==> src/rtl/mul_issue_ctrl_pkg.sv <==
// Shared types for the EX-stage multiply issue controller.
//   REG_BUS       : datapath width
//   mul_op_e      : funct3[1:0] multiply op encodings
//   mulc_state_e  : controller FSM states
//   mul_op_signed : op -> {rs1_signed, rs2_signed}
package mul_issue_ctrl_pkg;

  localparam int unsigned REG_BUS = 64;

  typedef enum logic [1:0] {
    MUL_OP_MUL    = 2'b00,
    MUL_OP_MULH   = 2'b01,
    MUL_OP_MULHSU = 2'b10,
    MUL_OP_MULHU  = 2'b11
  } mul_op_e;

  typedef enum logic [2:0] {
    MULC_ST_IDLE  = 3'd0,
    MULC_ST_ISSUE = 3'd1,
    MULC_ST_WAIT  = 3'd2,
    MULC_ST_DONE  = 3'd3,
    MULC_ST_DRAIN = 3'd4
  } mulc_state_e;

  function automatic logic [1:0] mul_op_signed(input mul_op_e op);
    case (op)
      MUL_OP_MULHSU: mul_op_signed = 2'b10;
      MUL_OP_MULHU:  mul_op_signed = 2'b00;
      default:       mul_op_signed = 2'b11;
    endcase
  endfunction

endpackage

==> src/rtl/mul_issue_ctrl_result_fmt.sv <==
// mul_result_fmt: selects and sign-extends the 64-bit writeback value
// from the full 2*XLEN product.
//   op_i   : multiply op (MUL takes the low half, MULH* the high half)
//   word_i : MULW, sign-extended low 32 bits
//   prod_i : full product
//   data_o : formatted result
module mul_result_fmt
  import mul_issue_ctrl_pkg::*;
#(
  parameter int unsigned XLEN = REG_BUS
) (
  input  mul_op_e           op_i,
  input  logic              word_i,
  input  logic [2*XLEN-1:0] prod_i,
  output logic [XLEN-1:0]   data_o
);

  always_comb begin
    data_o = '0;
    if (word_i)
      data_o = {{(XLEN-32){prod_i[31]}}, prod_i[31:0]};
    else if (op_i == MUL_OP_MUL)
      data_o = prod_i[XLEN-1:0];
    else
      data_o = prod_i[2*XLEN-1:XLEN];
  end

endmodule

==> src/rtl/mul_issue_ctrl.sv <==
// mul_issue_ctrl: EX-stage controller in front of the booth2 multiplier.
// Decodes MUL/MULH/MULHSU/MULHU/MULW, latches operands and signedness,
// pulses mul_sel, stalls EX until the product returns and formats it.
// A one-entry product cache lets MUL after MULH* on the same operands
// complete without re-multiplying.
//   clk, rst                 : clock, synchronous active-high reset
//   mul_req/op/word          : request from EX
//   rs1_data, rs2_data       : operands
//   flush                    : kill of the EX instruction
//   mul_sel, mul_rs*_signed,
//   mul_rs1, mul_rs2         : multiplier start strobe and operands
//   mul_valid, mul_prod      : multiplier completion and product
//   ex_stall                 : pipeline stall
//   res_valid, res_data      : writeback result
module mul_issue_ctrl
  import mul_issue_ctrl_pkg::*;
#(
  parameter int unsigned XLEN     = REG_BUS,
  parameter bit          CACHE_EN = 1'b1
) (
  input  logic              clk,
  input  logic              rst,
  input  logic              mul_req,
  input  logic [1:0]        mul_op,
  input  logic              mul_word,
  input  logic [XLEN-1:0]   rs1_data,
  input  logic [XLEN-1:0]   rs2_data,
  input  logic              flush,
  output logic              mul_sel,
  output logic              mul_rs1_signed,
  output logic              mul_rs2_signed,
  output logic [XLEN-1:0]   mul_rs1,
  output logic [XLEN-1:0]   mul_rs2,
  input  logic              mul_valid,
  input  logic [2*XLEN-1:0] mul_prod,
  output logic              ex_stall,
  output logic              res_valid,
  output logic [XLEN-1:0]   res_data
);

  mulc_state_e       state_q;
  mul_op_e           op_q;
  logic              word_q;
  logic              mul_sel_q;
  logic [XLEN-1:0]   rs1_q, rs2_q;
  logic              s1_q, s2_q;
  // Product register doubles as the cache data entry.
  logic [2*XLEN-1:0] prod_q;
  logic              cache_vld_q;
  logic [XLEN-1:0]   tag_rs1_q, tag_rs2_q;
  logic              tag_s1_q, tag_s2_q;

  mul_op_e           req_op;
  logic [XLEN-1:0]   rs1_d, rs2_d;
  logic              s1_d, s2_d;
  logic              accept, cache_hit;

  always_comb begin
    req_op     = mul_op_e'(mul_op);
    rs1_d      = mul_word ? {{(XLEN-32){rs1_data[31]}}, rs1_data[31:0]} : rs1_data;
    rs2_d      = mul_word ? {{(XLEN-32){rs2_data[31]}}, rs2_data[31:0]} : rs2_data;
    {s1_d, s2_d} = mul_op_signed(req_op);
    accept     = (state_q == MULC_ST_IDLE) && mul_req && !flush;
    // Low half of the product is signedness-independent, so MUL only
    // needs operand equality; MULW never hits.
    cache_hit  = CACHE_EN && cache_vld_q && !mul_word &&
                 (rs1_d == tag_rs1_q) && (rs2_d == tag_rs2_q) &&
                 ((req_op == MUL_OP_MUL) || ((s1_d == tag_s1_q) && (s2_d == tag_s2_q)));
  end

  always_comb begin
    ex_stall = 1'b0;
    if (!rst) begin
      case (state_q)
        MULC_ST_IDLE:                ex_stall = mul_req && !flush;
        MULC_ST_ISSUE, MULC_ST_WAIT: ex_stall = !flush;
        MULC_ST_DRAIN:               ex_stall = mul_req;
        default:                     ex_stall = 1'b0;
      endcase
    end
  end

  assign res_valid      = !rst && (state_q == MULC_ST_DONE) && !flush;
  assign mul_sel        = mul_sel_q;
  assign mul_rs1        = rs1_q;
  assign mul_rs2        = rs2_q;
  assign mul_rs1_signed = s1_q;
  assign mul_rs2_signed = s2_q;

  mul_result_fmt #(.XLEN(XLEN)) u_fmt (
    .op_i   (op_q),
    .word_i (word_q),
    .prod_i (prod_q),
    .data_o (res_data)
  );

  always_ff @(posedge clk) begin
    if (rst) begin
      state_q     <= MULC_ST_IDLE;
      op_q        <= MUL_OP_MUL;
      word_q      <= 1'b0;
      mul_sel_q   <= 1'b0;
      rs1_q       <= '0;
      rs2_q       <= '0;
      s1_q        <= 1'b0;
      s2_q        <= 1'b0;
      prod_q      <= '0;
      cache_vld_q <= 1'b0;
      tag_rs1_q   <= '0;
      tag_rs2_q   <= '0;
      tag_s1_q    <= 1'b0;
      tag_s2_q    <= 1'b0;
    end else begin
      mul_sel_q <= 1'b0;
      // Completion fills the cache in WAIT and DRAIN alike, even when flushed.
      if ((state_q == MULC_ST_WAIT || state_q == MULC_ST_DRAIN) && mul_valid) begin
        prod_q      <= mul_prod;
        cache_vld_q <= 1'b1;
        tag_rs1_q   <= rs1_q;
        tag_rs2_q   <= rs2_q;
        tag_s1_q    <= s1_q;
        tag_s2_q    <= s2_q;
      end
      case (state_q)
        MULC_ST_IDLE: begin
          if (accept) begin
            op_q   <= req_op;
            word_q <= mul_word;
            rs1_q  <= rs1_d;
            rs2_q  <= rs2_d;
            s1_q   <= s1_d;
            s2_q   <= s2_d;
            if (cache_hit) begin
              state_q <= MULC_ST_DONE;
            end else begin
              state_q   <= MULC_ST_ISSUE;
              mul_sel_q <= 1'b1;
            end
          end
        end
        MULC_ST_ISSUE: state_q <= flush ? MULC_ST_DRAIN : MULC_ST_WAIT;
        MULC_ST_WAIT: begin
          if (mul_valid)  state_q <= flush ? MULC_ST_IDLE : MULC_ST_DONE;
          else if (flush) state_q <= MULC_ST_DRAIN;
        end
        MULC_ST_DONE:  state_q <= MULC_ST_IDLE;
        MULC_ST_DRAIN: if (mul_valid) state_q <= MULC_ST_IDLE;
        default:       state_q <= MULC_ST_IDLE;
      endcase
    end
  end

endmodule

==> config.mk <==
export PLATFORM = sky130hd
export DESIGN_NAME = mul_issue_ctrl
export DESIGN_NICKNAME = d
export VERILOG_FILES = /design/src/rtl/mul_issue_ctrl_pkg.sv /design/src/rtl/mul_issue_ctrl_result_fmt.sv /design/src/rtl/mul_issue_ctrl.sv
export SDC_FILE = /design/constraint.sdc
export NUM_CORES = 1
export LEC_CHECK = 0
export ABC_AREA = 1
export CORE_UTILIZATION = 33
export DETAILED_ROUTE_END_ITERATION = 16
export GPL_ROUTABILITY_DRIVEN = 0
export SLEW_MARGIN = 25
export SYNTH_ARGS = -nofsm -noshare
export SYNTH_HDL_FRONTEND = slang
export SYNTH_SLANG_ARGS = --single-unit
==> constraint.sdc <==
create_clock -name clk -period 2.25 [get_ports clk]
set_input_delay 0.5625 -clock clk [delete_from_list [all_inputs] [get_ports clk]]
set_output_delay 0.5625 -clock clk [all_outputs]
set_load 0.005 [all_outputs]
Yosys cells after proc, flatten, opt, wreduce, memory -nomap -nowiden

Cells that the tools add are included.

Memories kept: 0
Bits in writable memories: 0
Bits in read-only memories: 0
Output and inout port bits: 197
Bits in latches: 0
Register bits: 396

Reduce and logical (&&, ||, !) cells: 23
Mux-type cells: 16
$add $sub $neg: 0
$mul: 0
Magnitude comparators: 0
Bitwise logic cells: 2
Shift-type cells: 0
Divide/modulo/power cells: 0
Equal/unequal tests: 13

Operators by type and width:

| operator                                       | count |
|---|---|
| two-way mux 64 bit                             | 4 |
| == test 64 bit                                 | 2 |
| two-way mux 3 bit                              | 5 |
| case mux 3 bit (4 select lines)                | 1 |
| logical AND 1 bit                              | 11 |
| == test 3 x 2 -> 1 bit (second input constant) | 2 |
| == test 2 bit (second input constant)          | 2 |
| logical NOT 2 bit                              | 2 |
| two-way mux 2 bit                              | 2 |
| != test 2 bit (second input constant)          | 2 |
| case mux 2 bit (2 select lines)                | 1 |
| == test 3 x 1 -> 1 bit (second input constant) | 1 |
| == test 3 bit (second input constant)          | 1 |
| logical NOT 1 bit                              | 3 |
| logical NOT 3 bit                              | 1 |
| != test 3 bit (second input constant)          | 1 |
| case mux 1 bit (3 select lines)                | 1 |
| AND reduction 3 bit                            | 1 |
| OR reduction 3 bit                             | 1 |
| == test 1 bit                                  | 2 |
| logical OR 1 bit                               | 2 |
| two-way mux 1 bit                              | 2 |
| NOT 1 bit                                      | 2 |
| AND reduction 2 bit                            | 1 |
| OR reduction 2 bit                             | 1 |

Longest topological paths before layout

Gate-level depths: netlist of run 1.

Depth in word-level cells: 9
Gate-level depth with buffers: 16
Mapped depth without buffers: 14

By module

Synthesis of run 1 repeated with hierarchy kept, for this count alone.

Cells, all modules: 2648
Area total of the unflattened synthesis: 17834.6 µm²

By module, submodules not included:

| module         | area an instance (µm²) | cells an instance | times used | sequential area each (µm²) |
|---|---|---|---|---|
| mul_issue_ctrl | 16504.6                | 2330              | 1          | 7927.6 |
| mul_result_fmt | 1330.0                 | 318               | 1          | 0.0 |

Worst setup path after synthesis of run 1

OpenSTA, ideal clock, no wires.

Path type: input -> output
Start: input rst
End: output res_valid
Stages: 4
Path buffers: 3
Data arrival time: 1.460 ns
Data required time: 1.688 ns
Setup slack: 0.228 ns
Path through: clkbuf_1 clkbuf_1 clkbuf_1 nor3_1

Word-level cells in the longest chain between the ends: 3

Ends and longest elaborated chain:

| element                         | RTL line             | RTL |
|---|---|---|
| start: declaration              | mul_issue_ctrl.sv:22 | `input logic rst,` |
| logical NOT 1 bit               | mul_issue_ctrl.sv:83 | `assign res_valid = !rst && (state_q == MULC_ST_DONE) && !flush;` |
| logical AND 1 bit (2 in series) | mul_issue_ctrl.sv:83 |  |
| end: declaration                | mul_issue_ctrl.sv:37 | `output logic res_valid,` |

No other way between the ends.

Final worst setup path of run 1

Start: register op_q[0]
End: output res_data[21]

Word-level cells in the longest chain between the ends: 3

Ends and longest elaborated chain:

| element                  | RTL line                        | RTL |
|---|---|---|
| start: declaration       | mul_issue_ctrl.sv:42            | `mul_op_e op_q;` |
| start signal: assignment | mul_issue_ctrl.sv:127           | `op_q <= req_op;` |
| logical NOT 2 bit        | mul_issue_ctrl_result_fmt.sv:22 | `else if (op_i == MUL_OP_MUL)` |
| two-way mux 64 bit       | mul_issue_ctrl_result_fmt.sv:22 |  |
| two-way mux 64 bit       | mul_issue_ctrl_result_fmt.sv:20 | `if (word_i)` |
| end: declaration         | mul_issue_ctrl.sv:38            | `output logic [XLEN-1:0] res_data` |

No other way between the ends.

==> impl_metrics.json, run 1 <==
{
  "dp_hpwl_mm": 43.16,
  "grt_pass1_wl_mm": 99.76,
  "post_drt_wl_per_cell_um": 18.36,
  "slew_viol_final": 0,
  "dpl-instance-area_mm2": 0.02362,
  "first_pass_iters": 6,
  "min_period_ns": 2.547,
  "cts_tree": "built",
  "insertion_delay_ns": 0.58,
  "clkTransAtPathRegs_ns": 0.06,
  "max-slew-margin-rel_pct": 42.76,
  "final_cell_mix": "820 x nand2_1, 391 x dfxtp_1, 389 x clkdlybuf4s50_1",
  "violations": "negative setup slack",
  "fill_cells": 4971,
  "dieArea_mm2": 0.05405,
  "drv_cap": 0,
  "vias": 18810,
  "die_h_um": 232.5,
  "crit_type": "flop to output port",
  "htree_levels": 2,
  "setup_viol": 65,
  "fin_hold_ws_ns": 0.4174,
  "critPathLaunchType": "flop",
  "synth_cell_types": 27,
  "skew_ns": 0.02699,
  "dp_cells": 3635,
  "hold_path.class": "input port to flop",
  "postRouteAntennaNets": 0,
  "seqCellArea_mm2": 0.007936,
  "die_w_um": 232.5,
  "worstPathArrival_ns": 1.98,
  "finalCritPeriodShare_pct": 113.2,
  "ys_seq_elements": 396,
  "vdd_ir_drop_max_uv": 537.7,
  "hold_viol": 0,
  "grt_max_degree": 229,
  "area_growth_pct": 52.86,
  "hp-start": "rs1_data[30]",
  "rsz0062_at_grt": "yes",
  "r2r_start": "state_q[1]",
  "synth_area_leaders": "dfxtp_1 45%, nand2_1 18%, a211oi_1 7.8%",
  "synthCells": 2509,
  "rows": 84,
  "ys_warn_count": 0,
  "setup_slack_ns": -0.2971,
  "numCtsBuffers": 46,
  "status": "complete, but fails checks",
  "ys_seq_area_share_pct": 45.22,
  "syn_avg_cell_area_um2": 6.987,
  "port_buffers": 460,
  "yosysTopAreaCellShare_pct": 45.22,
  "final_nets": 3327,
  "final_common_cell": "nand2_1",
  "setup_tns_ns": -12.40,
  "critPathLaunch": "op_q[0]",
  "via_per_inst": 4.965,
  "worstMarginPinSlew_ns": 0.8587,
  "fin_area_mm2": 0.02680,
  "clock-sinks": 396,
  "grt_pass1_vias": 17980,
  "yosys.area.top_type": "dfxtp_1",
  "cts_buffer_depth": 3,
  "crit_fanout": 8,
  "start_util_pct": 33.36,
  "cts_root_buf": "clkbuf_16",
  "p_leak_nw": 11.06,
  "grt.overflow.total": 0,
  "fp.coreArea_mm2": 0.05255,
  "drtIter0Drc": 1269,
  "power.density_mw_per_mm2": 711.0,
  "drc": 0,
  "netlist_area_mm2": 0.01753,
  "grt.total_usage_pct": 23.42,
  "synth_fp_nets": 2773,
  "cp-end-kind": "output port",
  "ios": 461,
  "clock.fmax_mhz": 392.6,
  "final_cells": 3789,
  "finalWirelength_mm": 69.58,
  "cp.required_ns": 1.69,
  "drive_above_1_share_pct": 16.28,
  "multi_input_area_mm2": 0.008637,
  "antenna_found_initial": 9
}
[area by class of cell]
cell class                 count  area share [%]
antenna                        5         0.04669
tap                          688           3.212
clock inverter                16          0.6070
timing repair buffer         669           26.27
clock buffer                  65           4.903
multi-input combinational   1733           32.23
sequential                   396           29.62
inverter                     217           3.114
[where the power goes]
group / total, mW / switching, mW / leakage, nW / internal, mW
clock network: 7.47 / 3.07 / 0.737 / 4.40
registers: 7.61 / 0.249 / 3.21 / 7.36
logic: 3.97 / 1.96 / 7.11 / 2.02
[worst paths after layout]
| check | endpoint | cells past startpoint | slack [ns] |
|---|---|---|---|
| min | mul_rs1[30] | 4 | 0.42 |
| max | res_data[21] | 8 | -0.30 |
| min reg2reg | prod_q[38] | 2 | 0.46 |
| max reg2reg | state_q[1] | 17 | 0.03 |
[registers in the layout, summed over array words and instances, names as in the netlist, 2 cells and up]
register	cells
tag_rs1_q	64
tag_rs2_q	64
prod_q	128
mul_rs2	64
op_q	2
mul_rs1	64
state_q	3
[per-stage QoR]
step	setup slack [ns]	power, mW	utilization (%)
2_1_floorplan	0.2276	9.112	-
3_3_place_gp	-0.6911	10.86	44.94
3_5_place_dp	-0.6626	10.91	44.94
4_1_cts	-0.3733	18.85	49.24
5_1_grt	-0.3682	19.84	50.99
6_report	-0.2971	19.05	50.99
[cells by family (layout without fill, tap and decap cells)]
logic type / after synthesis / count (layout) / share of synthesized area, %
compound gates: 500 / 500 / 16.97
other cells: 0 / 5 / 0
buf+inv: 381 / 967 / 9.079
flops: 396 / 396 / 45.22
xor+xnor: 13 / 13 / 0.6495
mux: 32 / 32 / 2.056
simple gates: 1187 / 1188 / 26.03
[repair_timing]
action,in CTS,in global routing
buffers inserted,30,16
pin swaps,25,50
setup endpoints to repair,69,203
resized for setup,483,111
hold buffers,0,0
gates cloned,9,19
[synth_stat cells, drive strengths merged]
library cell and number:
inv 217, o21ai 94, a211oi 181, buf 69
a21oi 220, o211ai 4, nand3 56, xor2 3
clkbuf 95, dfxtp 396, mux2 32, nand4 4
nor3 4, o22ai 1, xnor2 10, nor2 288
nand2 833, nand3b 2
[critical path: stages (launching register included)]
cell	delay, ns
dfxtp_2	0.33
nor2_4	0.10
buf_6	0.14
inv_8	0.06
nand2_8	0.08
buf_12	0.12
buf_16	0.14
mux2_4	0.32
buf_6	0.12
[per-layer routing]
| metal | global-route usage (%) | up-vias | wire length [um] |
|---|---|---|---|
| li1 | - | 9185 | - |
| met1 | 28.66 | 8812 | 28750 |
| met2 | 39.33 | 645 | 32820 |
| met3 | 5.257 | 165 | 4916 |
| met4 | 9.845 | 6 | 3053 |
| met5 | 0 | - | 42 |
Power figures use the tool's default switching activity.
==> run 2, diff against run 1 <==
CORE_MARGIN = 1.5   (was not set)
==> run 2 against run 1 <==
The flow still finishes with violations (negative setup slack). Critical path depth down 1. Die area increased by 0.86%. Design area down 1.7%. Setup slack worse by 0.012 ns. Combinational power decreased by 7.6%. Maximum frequency decreased by 0.45%. Sequential power about the same. Core utilization shrank 0.86 points. Register-to-register slack improved by 0.15 ns. Global-route usage fell by 0.78 points. Largest power group is now the clock network.
==> impl_metrics.json, run 2 (same netlist as run 1, synthesis figures left out) <==
{
  "status": "complete, but fails checks",
  "violations": "negative setup slack",
  "hold_path.class": "flop to flop",
  "total_power_mw": 19.16,
  "finalCritPeriodShare_pct": 113.7,
  "largest_reg_flops": 128,
  "area_growth_pct": 50.28,
  "dp_hpwl_mm": 43.20,
  "ctsHoldBuffers": 0,
  "drtIter0Drc": 1165,
  "setup_viol": 65,
  "rows": 84,
  "die_w_um": 233.5,
  "crit_type": "flop to output port",
  "dieArea_mm2": 0.05452,
  "grt.overflow.total": 0,
  "insertion_delay_ns": 0.57,
  "die_h_um": 233.5,
  "cp-end-kind": "output port",
  "drv_cap": 0,
  "via_per_inst": 4.859,
  "crit_slowest_cell": "dfxtp_2",
  "start_util_pct": 33.36,
  "rsz0062_at_grt": "yes",
  "worstMarginPinSlew_ns": 1.013,
  "final_nets": 3306,
  "cts_tree": "built",
  "drc": 0,
  "grt.total_usage_pct": 22.64,
  "path_buf_inv": 4,
  "power.density_mw_per_mm2": 727.3,
  "final_util_pct": 50.13,
  "worstPathArrival_ns": 2.00,
  "final_cell_mix": "825 x nand2_1, 392 x dfxtp_1, 389 x clkdlybuf4s50_1",
  "fp.coreArea_mm2": 0.05255,
  "skew_ns": 0.01369,
  "grt_pass1_vias": 17380,
  "fill_cells": 5026,
  "slew_viol_final": 0,
  "max-slew-margin-rel_pct": 32.46,
  "drive_above_1_share_pct": 14.68,
  "critPathLaunchType": "flop",
  "final_common_cell": "nand2_1",
  "setup_slack_ns": -0.3086,
  "vdd_ir_drop_max_uv": 504.2,
  "hold_viol": 0,
  "min_period_ns": 2.559,
  "finalWirelength_mm": 65.44,
  "clkTransAtPathRegs_ns": 0.06,
  "numCtsBuffers": 46,
  "p_leak_nw": 10.88,
  "first_pass_iters": 7,
  "cp_top_family": "buffers and inverters",
  "cp.required_ns": 1.69,
  "ios": 461,
  "port_buffers": 460,
  "top_register": "prod_q",
  "post_drt_wl_per_cell_um": 17.35,
  "vias": 18330,
  "clock-sinks": 396,
  "max_stage_delay_ns": 0.33,
  "grt_max_degree": 178,
  "antenna_found_initial": 8,
  "cts_root_buf": "clkbuf_16",
  "grt_pass1_wl_mm": 97.15,
  "crit_fanout": 8,
  "postRouteAntennaNets": 0,
  "path_cells": "nor2_4 > inv_2 > nand2_4 > buf_12 > buf_16 > mux2_4 > buf_6",
  "clock.fmax_mhz": 390.8,
  "cts_buffer_depth": 3,
  "htree_levels": 2
}
## run 2: changes by cell type in the layout (fill, tap and decap cells not counted), moves of 7 or more
cell,previous run,this run
nor2_1,258,244
a211oi_1,154,181
a211oi_2,26,0
clkbuf_16,62,55
o21ai_0,27,37
buf_4,134,127
nor2_4,8,26
## run 2: report_power, final
part	internal (mW)	switching (mW)	total [mW]
Clock	4.75	3.13	7.87
Sequential	7.36	0.251	7.61
Combinational	1.87	1.81	3.67
Total	14.0	5.18	19.2
## run 2: metrics by stage
step	hold slack [ns]	std cells	area [um^2]	setup TNS (ns)	worst slack, ns
2_1_floorplan	0.4369	2509	17530	0	0.2276
3_3_place_gp	0.4439	3636	23590	-48.93	-0.7457
3_5_place_dp	0.4497	3636	23590	-51.72	-0.7096
4_1_cts	0.4592	3745	25760	-19.87	-0.3660
5_1_grt	0.4789	3771	26350	-19.97	-0.4138
6_report	0.4630	3771	26350	-12.26	-0.3086
## run 2: final timing paths
path	start	cells past startpoint	endpoint	slack, ns
hold / removal	prod_q[27]	2	prod_q[27]	0.46
setup reg to reg	state_q[0]	10	mul_rs2[48]	0.18
hold reg to reg	prod_q[27]	2	prod_q[27]	0.46
setup / recovery	op_q[1]	7	res_data[29]	-0.31
## run 2: what timing repair did
action	CTS	global route
buffers inserted	22	16
pin swaps	6	45
setup endpoints to repair	100	188
cloned	8	11
gates resized for setup	350	196
## run 2: cell type report
| class | count | area, um^2 | share of cell area [%] |
|---|---|---|---|
| Timing Repair Buffer | 648 | 6599 | 25.05 |
| Inverter | 217 | 829.5 | 3.149 |
| Clock inverter | 14 | 209.0 | 0.7931 |
| Antenna cell | 5 | 12.51 | 0.04749 |
| Sequential cell | 396 | 7933 | 30.11 |
| Multi-Input combinational cell | 1733 | 8539 | 32.41 |
| Clock buffer | 70 | 1363 | 5.172 |
| Tap cell | 688 | 860.8 | 3.267 |
## run 2: worst register-to-register path, stage by stage, from the launching register on
cell and delay [ns]:
dfxtp_2 0.32, nor2_2 0.11, inv_2 0.06, nor2_4 0.09, inv_2 0.06, nor3_4 0.13, buf_4 0.13, buf_4 0.39
buf_16 0.36, nor2_1 0.12, a211oi_1 0.20
## run 2: metal layers
metal,part of all wire (%),wire (um),global-route usage (%),up-vias
met1,42,27730,28.12,8507
met2,47,30670,37.28,533
met4,4.1,2667,10.02,6
li1,-,-,-,9138
met5,0.052,34,0,-
met3,6.6,4341,5.225,141
==> RTL change, RTL diff (settings of run 1) <==
Make the reset (`rst`) asynchronous in one clocked block. Comments in the files are not updated.
--- a/src/rtl/mul_issue_ctrl.sv
+++ b/src/rtl/mul_issue_ctrl.sv
@@ -95,5 +95,5 @@
   );
 
-  always_ff @(posedge clk) begin
+  always_ff @(posedge clk or posedge rst) begin
     if (rst) begin
       state_q     <= MULC_ST_IDLE;
Behaviour: differs if rst is asserted again (counterexample within 4 cycles, from zero or initial values and one cycle with rst high); with rst held inactive, the same outputs for 4 cycles.
==> RTL change against run 1 <==
The flow still finishes with violations (negative setup slack); cell area increased by 2.5%; critical path depth is the same; worst hold slack better by 0.052 ns; routed wire length decreased by 7.7%; register-to-register slack improved by 0.14 ns; sequential cell count did not move; setup slack better by 0.028 ns; synthesized area is 6.6% higher.
Power is not compared: it rests on default switching activity, and its combinational part moved more than twofold at a synthesized area within 25%.
==> RTL change: results (changes against run 1) <==
finish:
  inv_count: 331  # +53%
  clkbuf_count: 70  # +7.7%
  drive_gt1_frac: 0.181  # +0.0180
  num-multi-input-gates: 1484  # -14%
routing:
  dr.pass1.iters: 5  # -1
  vias: 17200  # -8.5%
  wl_met2_um: 30100  # -8.3%
synth:
  synth.avg_cell_area_um2: 8.05  # +15%
  synthTopCellsByArea: "dfrtp_1 53%, nand2_1 14%, o21ai_0 9.9%"
  ys_dominant_reg_cell: "dfrtp_1"
  synth_fp_nets: 2586  # -6.7%
  synthMuxAreaShare: 0.0584  # +0.0379
global_route:
  grtUsageTotal: 0.218  # -0.0157
  gr-usage-met1: 0.288  # +0.000925
  antenna_found_initial: 5  # -4
place:
  placed_area_um2: 25200  # +6.5%
timing:
  setup_violations: 65  # unchanged
  worst_slack_ns: -0.270  # +0.0275 ns
worst_setup_path:
  cp_slowest_cell: "dfrtp_1"
  rr_worst_depth: 11  # -6
  slowest_delay_ns: 0.40  # +0.07 ns
status:
  violations: "negative setup slack"
  status: "finished with violations"
clocking:
  cts_buffers: 47  # +2.2%
hold_path:
  holdCritStartpoint: "cache_vld_q$_DFFE_PP0P_"
  min_path_cells: 2  # -2
RTL change: cell types whose count changed after synthesis, moves of 4 or more:
cell | run 1 | this run
inv_1 | 216 | 329
o21ai_0 | 93 | 370
a211oi_1 | 181 | 1
a21oi_1 | 219 | 34
clkbuf_1 | 95 | 47
dfxtp_1 | 396 | 0
nor2_1 | 287 | 184
mux2_2 | 32 | 97
o211ai_1 | 4 | 0
buf_6 | 11 | 7
dfrtp_1 | 0 | 396
nand2_1 | 830 | 714
RTL change: repair_timing:
item / in CTS / in global routing
pin swaps: 27 / 32
endpoints found under the setup margin: 127 / 141
setup buffers: 18 / 13
gates resized for setup: 438 / 135
gates cloned: 8 / 3
RTL change: critical path: cells and delay by family (launching register included):
kind / cells / cell delay [ns]
AOI/OAI and AO/OA: 2 / 0.19
and+or+nand+nor: 1 / 0.19
buffers and inverters: 5 / 0.60
DFF: 1 / 0.40
